<file path="src/rtl/pipeline_hazard_ctrl.sv">
// Hazard controller: tracks in-flight destinations after ID and raises stall/bubble
// for read-after-write conflicts and flush for branch/jump redirects.
module pipeline_hazard_ctrl #(
  parameter int STAGES         = 3,
  parameter int REG_ADDR_W     = 5,
  parameter int FORWARDING     = 1,
  parameter int REDIRECT_STAGE = 1,
  parameter int CNT_W          = 32
) (
  input  logic                  clk,
  input  logic                  arst_n,
  input  logic                  enable,
  input  logic                  id_valid,
  input  logic [REG_ADDR_W-1:0] id_rs1,
  input  logic [REG_ADDR_W-1:0] id_rs2,
  input  logic                  id_rs1_used,
  input  logic                  id_rs2_used,
  input  logic [REG_ADDR_W-1:0] id_rd,
  input  logic                  id_reg_write,
  input  logic                  id_mem_read,
  input  logic                  redirect,
  output logic                  stall,
  output logic                  bubble,
  output logic                  flush,
  output logic [STAGES-1:0]     stage_valid,
  output logic [CNT_W-1:0]      retired_cnt,
  output logic [CNT_W-1:0]      stall_cnt,
  output logic [CNT_W-1:0]      flush_cnt
);

  logic [STAGES-1:0]     ent_valid;
  logic [STAGES-1:0]     ent_rw;
  logic [STAGES-1:0]     ent_mr;
  logic [REG_ADDR_W-1:0] ent_rd [STAGES];
  logic [STAGES-1:0]     src_match;
  logic                  hazard;

  always_comb begin
    src_match = '0;
    for (int i = 0; i < STAGES; i++) begin
      src_match[i] = ent_valid[i] & ent_rw[i] & (ent_rd[i] != '0) &
                     ((id_rs1_used & (id_rs1 == ent_rd[i])) |
                      (id_rs2_used & (id_rs2 == ent_rd[i])));
    end
  end

  // With forwarding only a load still in EXE conflicts; without it, any producer
  // short of WB does, since the register file writes through.
  generate
    if (FORWARDING != 0) begin : g_fwd
      assign hazard = src_match[0] & ent_mr[0];
    end else begin : g_nofwd
      assign hazard = |src_match[STAGES-2:0];
    end
  endgenerate

  assign stall       = id_valid & hazard & ~redirect;
  assign bubble      = stall;
  assign flush       = redirect;
  assign stage_valid = ent_valid;

  always_ff @(posedge clk) begin
    if (!arst_n) begin
      ent_valid   <= '0;
      ent_rw      <= '0;
      ent_mr      <= '0;
      for (int i = 0; i < STAGES; i++) ent_rd[i] <= '0;
      retired_cnt <= '0;
      stall_cnt   <= '0;
      flush_cnt   <= '0;
    end else if (enable) begin
      for (int i = STAGES - 1; i >= 1; i--) begin
        if (redirect && (i < REDIRECT_STAGE)) begin
          ent_valid[i] <= 1'b0;
          ent_rw[i]    <= 1'b0;
          ent_mr[i]    <= 1'b0;
          ent_rd[i]    <= '0;
        end else begin
          ent_valid[i] <= ent_valid[i-1];
          ent_rw[i]    <= ent_rw[i-1];
          ent_mr[i]    <= ent_mr[i-1];
          ent_rd[i]    <= ent_rd[i-1];
        end
      end
      if (stall || flush) begin
        ent_valid[0] <= 1'b0;
        ent_rw[0]    <= 1'b0;
        ent_mr[0]    <= 1'b0;
        ent_rd[0]    <= '0;
      end else begin
        ent_valid[0] <= id_valid;
        ent_rw[0]    <= id_reg_write;
        ent_mr[0]    <= id_mem_read;
        ent_rd[0]    <= id_rd;
      end
      retired_cnt <= retired_cnt + {{(CNT_W-1){1'b0}}, ent_valid[STAGES-1]};
      stall_cnt   <= stall_cnt + {{(CNT_W-1){1'b0}}, stall};
      flush_cnt   <= flush_cnt + {{(CNT_W-1){1'b0}}, redirect};
    end
  end

  // The WB entry only contributes its valid bit (it never forwards or conflicts).
  logic unused_wb_fields;
  assign unused_wb_fields = ^{ent_rd[STAGES-1], ent_rw[STAGES-1], ent_mr[STAGES-1], src_match};

endmodule

</file>
<file path="config.mk">
export PLATFORM = sky130hd
export DESIGN_NAME = pipeline_hazard_ctrl
export DESIGN_NICKNAME = d
export VERILOG_FILES = /design/src/rtl/pipeline_hazard_ctrl.sv
export SDC_FILE = /design/constraint.sdc
export NUM_CORES = 1
export LEC_CHECK = 0
export CORE_MARGIN = 5
export CORE_UTILIZATION = 39
export DETAILED_ROUTE_END_ITERATION = 10
export GPL_TIMING_DRIVEN = 0
export PLACE_DENSITY = 0.79
export SETUP_SLACK_MARGIN = 0.15
export SYNTH_ARGS = -nofsm -noshare
export SYNTH_HDL_FRONTEND = slang
export SYNTH_SLANG_ARGS = --single-unit
</file>
<file path="constraint.sdc">
create_clock -name clk -period 3.12 [get_ports clk]
set_input_delay 0.624 -clock clk [delete_from_list [all_inputs] [get_ports clk]]
set_output_delay 0.624 -clock clk [all_outputs]
set_load 0.1 [all_outputs]
</file>
==> impl_table.tex, run 1 <==
\begin{tabular}{lr}
\hline
Metric & Value \\
\hline
\multicolumn{2}{l}{\textbf{Synthesis}} \\
Arithmetic-cell share of the synthesized area counting full adders, half adders and majority gates & 0.0149 \\
Distinct cells, synth & 36 \\
Compound-Gate Fraction of Synth Area & 0.143 \\
Total number of yosys warnings & 0 \\
Synthesized-area fraction occupied by xor and xnor cells & 0.0695 \\
Largest family of logic cells by synthesized area & simple AND/OR/NAND/NOR gates \\
Synth Net Count & 612 \\
Post-Syn Area & 0.00504 mm2 \\
Simple-gate share of the synthesized area & 0.266 \\
Sequential fraction of the synthesis area & 0.431 \\
Multiplexer share of the synthesized area & 0.0258 \\
Synth Register Bits & 106 \\
Average footprint of a synthesized cell & 8.66 um2 \\
Synthesized instance count & 582 \\
\multicolumn{2}{l}{\textbf{Worst setup path}} \\
Data required time of the worst path & 2.50 ns \\
CP arrival & 2.28 ns \\
Critical Path End Type & output port \\
Crit Reg-Reg Endpoint & stall\_cnt[21] \\
Category of the most critical setup path & in -> out \\
Cells on worst reg2reg path & 10 \\
Launching point of the worst reg2reg path & ent\_rd[0][4] \\
Register-to-register path setup slack & 0.25 ns \\
Maximum fanout count along the critical path & 3 \\
Setup crit start kind & primary input \\
\multicolumn{2}{l}{\textbf{Power}} \\
Internal power consumption & 1.99 mW \\
Pleak & 2.23 nW \\
Part of the power in registers & 0.533 \\
Power density over the cells & 369 mW/mm2 \\
Maximum vdd ir drop & 0.000212 V \\
Net switching fraction of the power & 0.233 \\
Relative contribution of the clock network to total power & 0.408 \\
Net Sw Power & 0.606 mW \\
Combinational power share & 0.059 \\
\multicolumn{2}{l}{\textbf{Placement}} \\
Worst setup timing slack at the placement stage & -0.827 ns \\
DP Cell Count & 879 \\
Input/output buffers & 125 \\
Routability congestion estimate & 0.808 \\
Detailed placement HPWL & 10,500 um \\
\multicolumn{2}{l}{\textbf{Drt}} \\
Routed wire per std cell & 16.0 um \\
Via-per-instance ratio & 5.51 \\
Residual antenna-violating net count after detailed routing & 0 \\
Number of design rule violations left after detail routing & 0 \\
Routed wire length & 14,500 um \\
Number of detailed-route iterations in the first pass & 4 \\
Via count & 4,977 \\
Drt first-iter violations & 331 \\
\multicolumn{2}{l}{\textbf{Final layout}} \\
Count of inserted antenna diode cells & 0 \\
Area delta synth->final & 39.9\% \\
Final Instance Count excl. Fillers & 903 \\
Leading cell types in the layout, fill and taps excluded & clkdlybuf4s50\_1 (111), dfxtp\_1 (100), a21oi\_1 (52) \\
Fraction of final layout cells sized beyond drive strength 1 & 0.103 \\
Fraction of the core area covered by cells at the end of the flow & 0.558 \\
Number of fillers in the final layout & 1,168 \\
Commonest non-fill, non-tap cell in the layout & clkdlybuf4s50\_1 \\
Post-layout nets & 757 \\
\multicolumn{2}{l}{\textbf{Floorplanning}} \\
Die boundary height & 124 um \\
I/O pin cnt & 126 \\
Total number of placement rows & 41 \\
Core area & 0.0126 mm2 \\
Die Outline Area & 0.0153 mm2 \\
Die Wd & 124 um \\
Starting density of the core & 0.399 \\
\multicolumn{2}{l}{\textbf{STA}} \\
Slew HR & 0.314 \\
Setup clock skew after layout & 0.00707 ns \\
Count of pins over their slew limit & 0 \\
Time the final worst path needs with I/O delays and setup & 2.91 ns \\
Maximum clock frequency & 344 MHz \\
Finish-stage setup viols & 0 \\
Smallest setup slack after layout & 0.213 ns \\
Unrepaired setup endpoints after global routing & yes \\
Worst-Margin Slew & 1.03 ns \\
Final Hold Viols & 0 \\
Fin crit share & 0.932 \\
\multicolumn{2}{l}{\textbf{CTS}} \\
TritonCTS clock tree & done \\
H-tree depth reported by CTS & 3 \\
Cell at the root of the clock tree & clkbuf\_16 \\
Number of buffers added to fix hold violations after cts & 0 \\
Clock-pin slew on the worst setup and hold paths & 0.07 ns \\
Clock tree buffer depth & 2 \\
Total number of clock tree sinks & 106 \\
Skew-Pair Late Insertion Delay & 0.35 ns \\
Number of buffers created by CTS & 9 \\
\multicolumn{2}{l}{\textbf{Min path}} \\
Sink of the worst hold path & retired\_cnt[31] \\
Hold Path Cell Cnt & 2 \\
Hold Path Origin & retired\_cnt[31] \\
Classification of the worst-slack hold path & reg -> reg \\
\multicolumn{2}{l}{\textbf{GRT}} \\
Wire length of the first global-routing pass & 23,300 um \\
Vias in the first global route & 4,885 \\
Antenna violations before repair & 0 \\
Global-route usage over all layers & 0.187 \\
GR Overflow Total & 0 \\
Maximum number of pins on one net before global-route repair & 17 \\
\multicolumn{2}{l}{\textbf{Run status}} \\
Status & finished clean \\
\multicolumn{2}{l}{\textbf{Job}} \\
Number of max-capacitance violations reported & 0 \\
\hline
\end{tabular}
-- worst max-delay path by stage --
stage / slack [ns] / from / end
floorplan: -0.12 / id_rs2[4] / stall_cnt[25]
global placement: -0.76 / id_rs2[0] / stall
detailed placement: -0.83 / id_rs2[4] / stall
CTS: 0.16 / id_rs1[3] / stall_cnt[17]
global route: 0.12 / ent_rd[0][4] / stall_cnt[21]
finish: 0.21 / id_rs1[3] / stall
-- Yosys cell counts --
library cell / instances / share of area
a21oi_1: 60 / 0.060
a2bb2oi_1: 3 / 0.0052
and2_1: 3 / 0.0037
and3_1: 4 / 0.0050
and3b_1: 2 / 0.0035
and4_1: 11 / 0.019
buf_1: 1 / 0.00074
buf_2: 5 / 0.0050
buf_4: 2 / 0.0030
buf_6: 2 / 0.0045
clkbuf_1: 23 / 0.017
clkbuf_2: 1 / 0.00099
dfxtp_1: 101 / 0.40
edfxtp_1: 5 / 0.030
ha_1: 6 / 0.015
inv_1: 24 / 0.018
mux2i_1: 13 / 0.026
nand2_1: 43 / 0.032
nand2b_1: 6 / 0.0075
nand3_1: 22 / 0.022
nand3_2: 2 / 0.0040
nand4_1: 23 / 0.029
nand4_2: 3 / 0.0075
nand4b_1: 1 / 0.0017
nor2_1: 39 / 0.029
nor3_1: 10 / 0.0099
nor4_1: 7 / 0.0087
o21ai_0: 23 / 0.023
o22ai_1: 1 / 0.0012
o311ai_0: 1 / 0.0017
o31ai_1: 34 / 0.051
o41ai_1: 1 / 0.0017
or3_1: 20 / 0.025
or4_1: 40 / 0.060
xnor2_1: 27 / 0.047
xor2_1: 13 / 0.023
-- layout make-up --
class	count	area, um2	share of cell area
inverter	24	90.1	0.0128
sequential	106	2180	0.309
clock buffer	11	243	0.0344
multi-input combinational	418	2820	0.400
timing repair buffer	134	1300	0.184
tap	172	215	0.0305
clock inverter	4	27.5	0.00391
buffer	34	178	0.0252
-- power groups by stage --
| stage | registers [mW] | logic (mW) | clock network, mW |
|---|---|---|---|
| 6_report | 1.38 | 0.153 | 1.06 |
| 2_1_floorplan | 1.44 | 0.0663 | 0 |
| 4_1_cts | 1.38 | 0.154 | 1.09 |
| 3_3_place_gp | 1.42 | 0.151 | 0 |
| 5_1_grt | 1.39 | 0.165 | 1.14 |
| 3_5_place_dp | 1.42 | 0.154 | 0 |
-- worst max-delay path: stages --
cell           delay, ns
dlygate4sd2_1       0.24
xnor2_1             0.16
nand4_1             0.17
o22ai_4             0.19
and3b_4             0.27
buf_4               0.13
buf_4               0.09
buf_2               0.41
-- per-stage QoR --
stage | hold WS, ns | TNS [ns] | total power [mW] | area (um2)
floorplan | 0.438 | -1.32 | 1.50 | 5130
CTS | 0.483 | 0 | 2.62 | 6950
detailed placement | 0.467 | -13.81 | 1.57 | 6590
finish | 0.477 | 0 | 2.60 | 7050
global route | 0.504 | 0 | 2.69 | 7050
global placement | 0.448 | -10.87 | 1.57 | 6590
-- metal layers --
layer / up-vias / share of wire / global-route usage / wire (um)
li1: 2430 / - / - / -
met1: 2386 / 0.43 / 0.231 / 6170
met2: 144 / 0.50 / 0.323 / 7250
met3: 17 / 0.054 / 0.0336 / 788
met4: 0 / 0.018 / 0.0692 / 259
met5: - / 0 / 0 / 0
-- sequential cells by signal, summed over array words and instances, names as in the netlist --
name / cells
ent_mr: 1
ent_rd: 5
ent_rw: 1
flush_cnt: 32
retired_cnt: 32
stage_valid: 3
stall_cnt: 32
-- timing repair --
action	in CTS	in global routing
cloned	1	0
pin swaps	17	13
setup endpoints to repair	23	26
resized for setup	37	21
setup buffers	6	2
-- logic make-up after synthesis --
group	Yosys count
compound gates	123
xor+xnor	40
fa+ha+maj	6
buf+inv	58
flops	106
mux	13
simple gates	236
No activity file was read; power rests on OpenSTA's default activity.
==> inputs of run 2 (changes only) <==
Settings changed: GPL_TIMING_DRIVEN 0 to 1, SLEW_MARGIN from default to 20.
==> impl_table.tex, run 2 (synthesis gave the netlist of run 1 again) <==
\begin{tabular}{lr}
\hline
Metric & Value \\
\hline
\multicolumn{2}{l}{\textbf{Worst setup path}} \\
CP most frequent cell & or4\_4 (was buf\_4) \\
Critical Path, Cell by Cell & dlygate4sd2\_1 -> xnor2\_2 -> nand4\_1 -> o22ai\_2 -> and3b\_4 -> ha\_4 -> nand3\_4 -> or4\_4 -> or4\_4 -> a21oi\_2 (was dlygate4sd2\_1 -> xnor2\_1 -> nand4\_1 -> o22ai\_4 -> and3b\_4 -> buf\_4 -> buf\_4 -> buf\_2) \\
Cells on worst reg2reg path & 9 (was 10) \\
Biggest cell delay along the critical path & 0.59 ns (was 0.41 ns) \\
Category of the most critical setup path & in -> reg (was in -> out) \\
Critical Path End Type & flip-flop (was output port) \\
Register-to-register path setup slack & 0.24 ns (was 0.25 ns) \\
Launching point of the worst reg2reg path & ent\_rd[0][4] (unchanged) \\
Setup crit start kind & primary input (unchanged) \\
CP arrival & 3.17 ns (was 2.28 ns) \\
Maximum fanout count along the critical path & 7 (was 3) \\
Data required time of the worst path & 3.40 ns (was 2.50 ns) \\
Cell type of the slowest stage on the worst timing path & or4\_4 (was buf\_2) \\
Crit Reg-Reg Endpoint & stall\_cnt[22] (was stall\_cnt[21]) \\
\multicolumn{2}{l}{\textbf{Final layout}} \\
Register cell area after layout & 0.00218 mm2 (unchanged) \\
Commonest non-fill, non-tap cell in the layout & buf\_4 (was clkdlybuf4s50\_1) \\
Fraction of final layout cells sized beyond drive strength 1 & 0.230 (was 0.103) \\
Leading cell types in the layout, fill and taps excluded & buf\_4 (114), dfxtp\_1 (100), a21oi\_1 (54) (was clkdlybuf4s50\_1 (111), dfxtp\_1 (100), a21oi\_1 (52)) \\
Count of inserted antenna diode cells & 0 (unchanged) \\
Biggest registers after layout & flush\_cnt x32, retired\_cnt x32, stall\_cnt x32 (unchanged) \\
Post-layout nets & 733 (was 757) \\
Total area of multi-input combinational cells & 0.00277 mm2 (was 0.00282 mm2) \\
Number of fillers in the final layout & 1,167 (was 1,168) \\
Final Instance Count excl. Fillers & 880 (was 903) \\
Area delta synth->final & 33.7\% (was 39.9\%) \\
\multicolumn{2}{l}{\textbf{Drt}} \\
Number of design rule violations left after detail routing & 0 (unchanged) \\
Via count & 4,841 (was 4,977) \\
Number of detailed-route iterations in the first pass & 5 (was 4) \\
Residual antenna-violating net count after detailed routing & 0 (unchanged) \\
Drt first-iter violations & 366 (was 331) \\
Routed wire per std cell & 15.3 um (was 16.0 um) \\
Via-per-instance ratio & 5.50 (was 5.51) \\
Routed wire length & 13,500 um (was 14,500 um) \\
\multicolumn{2}{l}{\textbf{STA}} \\
WHS & 0.478 ns (was 0.477 ns) \\
Smallest setup slack after layout & 0.233 ns (was 0.213 ns) \\
Setup clock skew after layout & 0.00997 ns (was 0.00707 ns) \\
Fin crit share & 0.925 (was 0.932) \\
Slew HR & 0.511 (was 0.314) \\
Worst-Margin Slew & 0.733 ns (was 1.03 ns) \\
Count of pins over their slew limit & 0 (unchanged) \\
Final Hold Viols & 0 (unchanged) \\
Unrepaired setup endpoints after global routing & no (was yes) \\
Finish-stage setup viols & 0 (unchanged) \\
Maximum clock frequency & 346 MHz (was 344 MHz) \\
Time the final worst path needs with I/O delays and setup & 2.89 ns (was 2.91 ns) \\
Post-route setup TNS & 0 ns (unchanged) \\
\multicolumn{2}{l}{\textbf{Floorplanning}} \\
Die Wd & 124 um (unchanged) \\
I/O pin cnt & 126 (unchanged) \\
Die boundary height & 124 um (unchanged) \\
Total number of placement rows & 41 (unchanged) \\
Die Outline Area & 0.0153 mm2 (unchanged) \\
Core area & 0.0126 mm2 (unchanged) \\
Starting density of the core & 0.399 (unchanged) \\
\multicolumn{2}{l}{\textbf{Power}} \\
Power density over the cells & 401 mW/mm2 (was 369 mW/mm2) \\
Net switching fraction of the power & 0.221 (was 0.233) \\
Maximum vdd ir drop & 0.000223 V (was 0.000212 V) \\
Internal power consumption & 2.11 mW (was 1.99 mW) \\
Relative contribution of the clock network to total power & 0.434 (was 0.408) \\
Net Sw Power & 0.597 mW (was 0.606 mW) \\
Part of the power in registers & 0.512 (was 0.533) \\
Combinational power share & 0.054 (was 0.059) \\
Pleak & 2.45 nW (was 2.23 nW) \\
\multicolumn{2}{l}{\textbf{Min path}} \\
Classification of the worst-slack hold path & reg -> reg (unchanged) \\
Sink of the worst hold path & ent\_mr[0] (was retired\_cnt[31]) \\
Hold Path Origin & ent\_mr[0] (was retired\_cnt[31]) \\
Hold Path Cell Cnt & 2 (unchanged) \\
\multicolumn{2}{l}{\textbf{Placement}} \\
Routability congestion estimate & 0.827 (was 0.808) \\
Worst setup timing slack at the placement stage & -0.455 ns (was -0.827 ns) \\
DP Cell Count & 860 (was 879) \\
Input/output buffers & 125 (unchanged) \\
Detailed placement HPWL & 9530 um (was 10,500 um) \\
\multicolumn{2}{l}{\textbf{CTS}} \\
TritonCTS clock tree & done (unchanged) \\
Number of buffers added to fix hold violations after cts & 0 (unchanged) \\
Number of buffers created by CTS & 9 (unchanged) \\
Clock tree buffer depth & 2 (unchanged) \\
Skew-Pair Late Insertion Delay & 0.35 ns (about the same) \\
Cell at the root of the clock tree & clkbuf\_16 (unchanged) \\
Clock-pin slew on the worst setup and hold paths & 0.07 ns (about the same) \\
Total number of clock tree sinks & 106 (unchanged) \\
H-tree depth reported by CTS & 3 (unchanged) \\
\multicolumn{2}{l}{\textbf{GRT}} \\
Wire length of the first global-routing pass & 21,600 um (was 23,300 um) \\
Global-route usage over all layers & 0.174 (was 0.187) \\
Vias in the first global route & 4,606 (was 4,885) \\
Antenna violations before repair & 0 (unchanged) \\
Maximum number of pins on one net before global-route repair & 67 (was 17) \\
GR Overflow Total & 0 (unchanged) \\
\multicolumn{2}{l}{\textbf{Run status}} \\
Status & finished clean (unchanged) \\
\multicolumn{2}{l}{\textbf{Job}} \\
Number of max-capacitance violations reported & 0 (unchanged) \\
\hline
\end{tabular}
run 2: metal layers:
layer  wire, um  vias to the layer above  GRT usage
met4        266                        0     0.0789
met3        793                       17     0.0354
met2       6830                      147      0.293
li1           -                     2386          -
met1       5580                     2291      0.215
met5          0                        -          0
run 2: area by class of cell:
class                   instances  area share
repair buffers                142       0.175
flip-flops and latches        106       0.323
inverters                      24      0.0134
well taps                     172      0.0319
clock inverters                 3     0.00650
clock buffers                  13      0.0388
multi-input cells             420       0.412
run 2: worst max path at each step:
| stage | start | end | slack (ns) |
|---|---|---|---|
| 2_1_floorplan | id_rs2[4] | stall_cnt[25] | -0.12 |
| 3_3_place_gp | id_rs2[4] | stall_cnt[25] | -0.35 |
| 3_5_place_dp | id_rs2[0] | stall_cnt[25] | -0.45 |
| 4_1_cts | id_rs1[1] | stall_cnt[24] | 0.12 |
| 5_1_grt | ent_rd[0][4] | stall_cnt[22] | 0.16 |
| 6_report | id_rs2[4] | stall_cnt[22] | 0.23 |
run 2: per-stage QoR:
step                 util  power [mW]  area, um2
finish              0.534        2.70       6740
floorplan               -        1.50       5130
detailed placement  0.501        1.56       6320
global route        0.534        2.80       6740
global placement    0.501        1.56       6320
CTS                 0.528        2.73       6670
run 2: worst max-delay path: cells and delay by family:
family          cells  cell delay (ns)
simple gates        5             1.61
compound gates      2             0.38
buf+inv             1             0.26
fa+ha+maj           1             0.16
xor+xnor            1             0.13
run 2: repair_timing:
| action | CTS | global route |
|---|---|---|
| buffers inserted | 2 | 0 |
| gates cloned | 1 | 1 |
| setup endpoints to repair | 19 | 16 |
| resized for setup | 9 | 18 |
| hold endpoints to repair | 0 | 0 |
| pin swaps | 11 | 16 |
run 2: power by group through the flow:
stage                     sequential (mW)  clock (mW)  combinational (mW)
final                                1.38        1.17               0.145
after global routing                 1.39        1.26               0.155
after global placement               1.42           0               0.145
after detailed placement             1.42           0               0.148
after floorplan                      1.44           0              0.0663
after CTS                            1.38        1.20               0.147
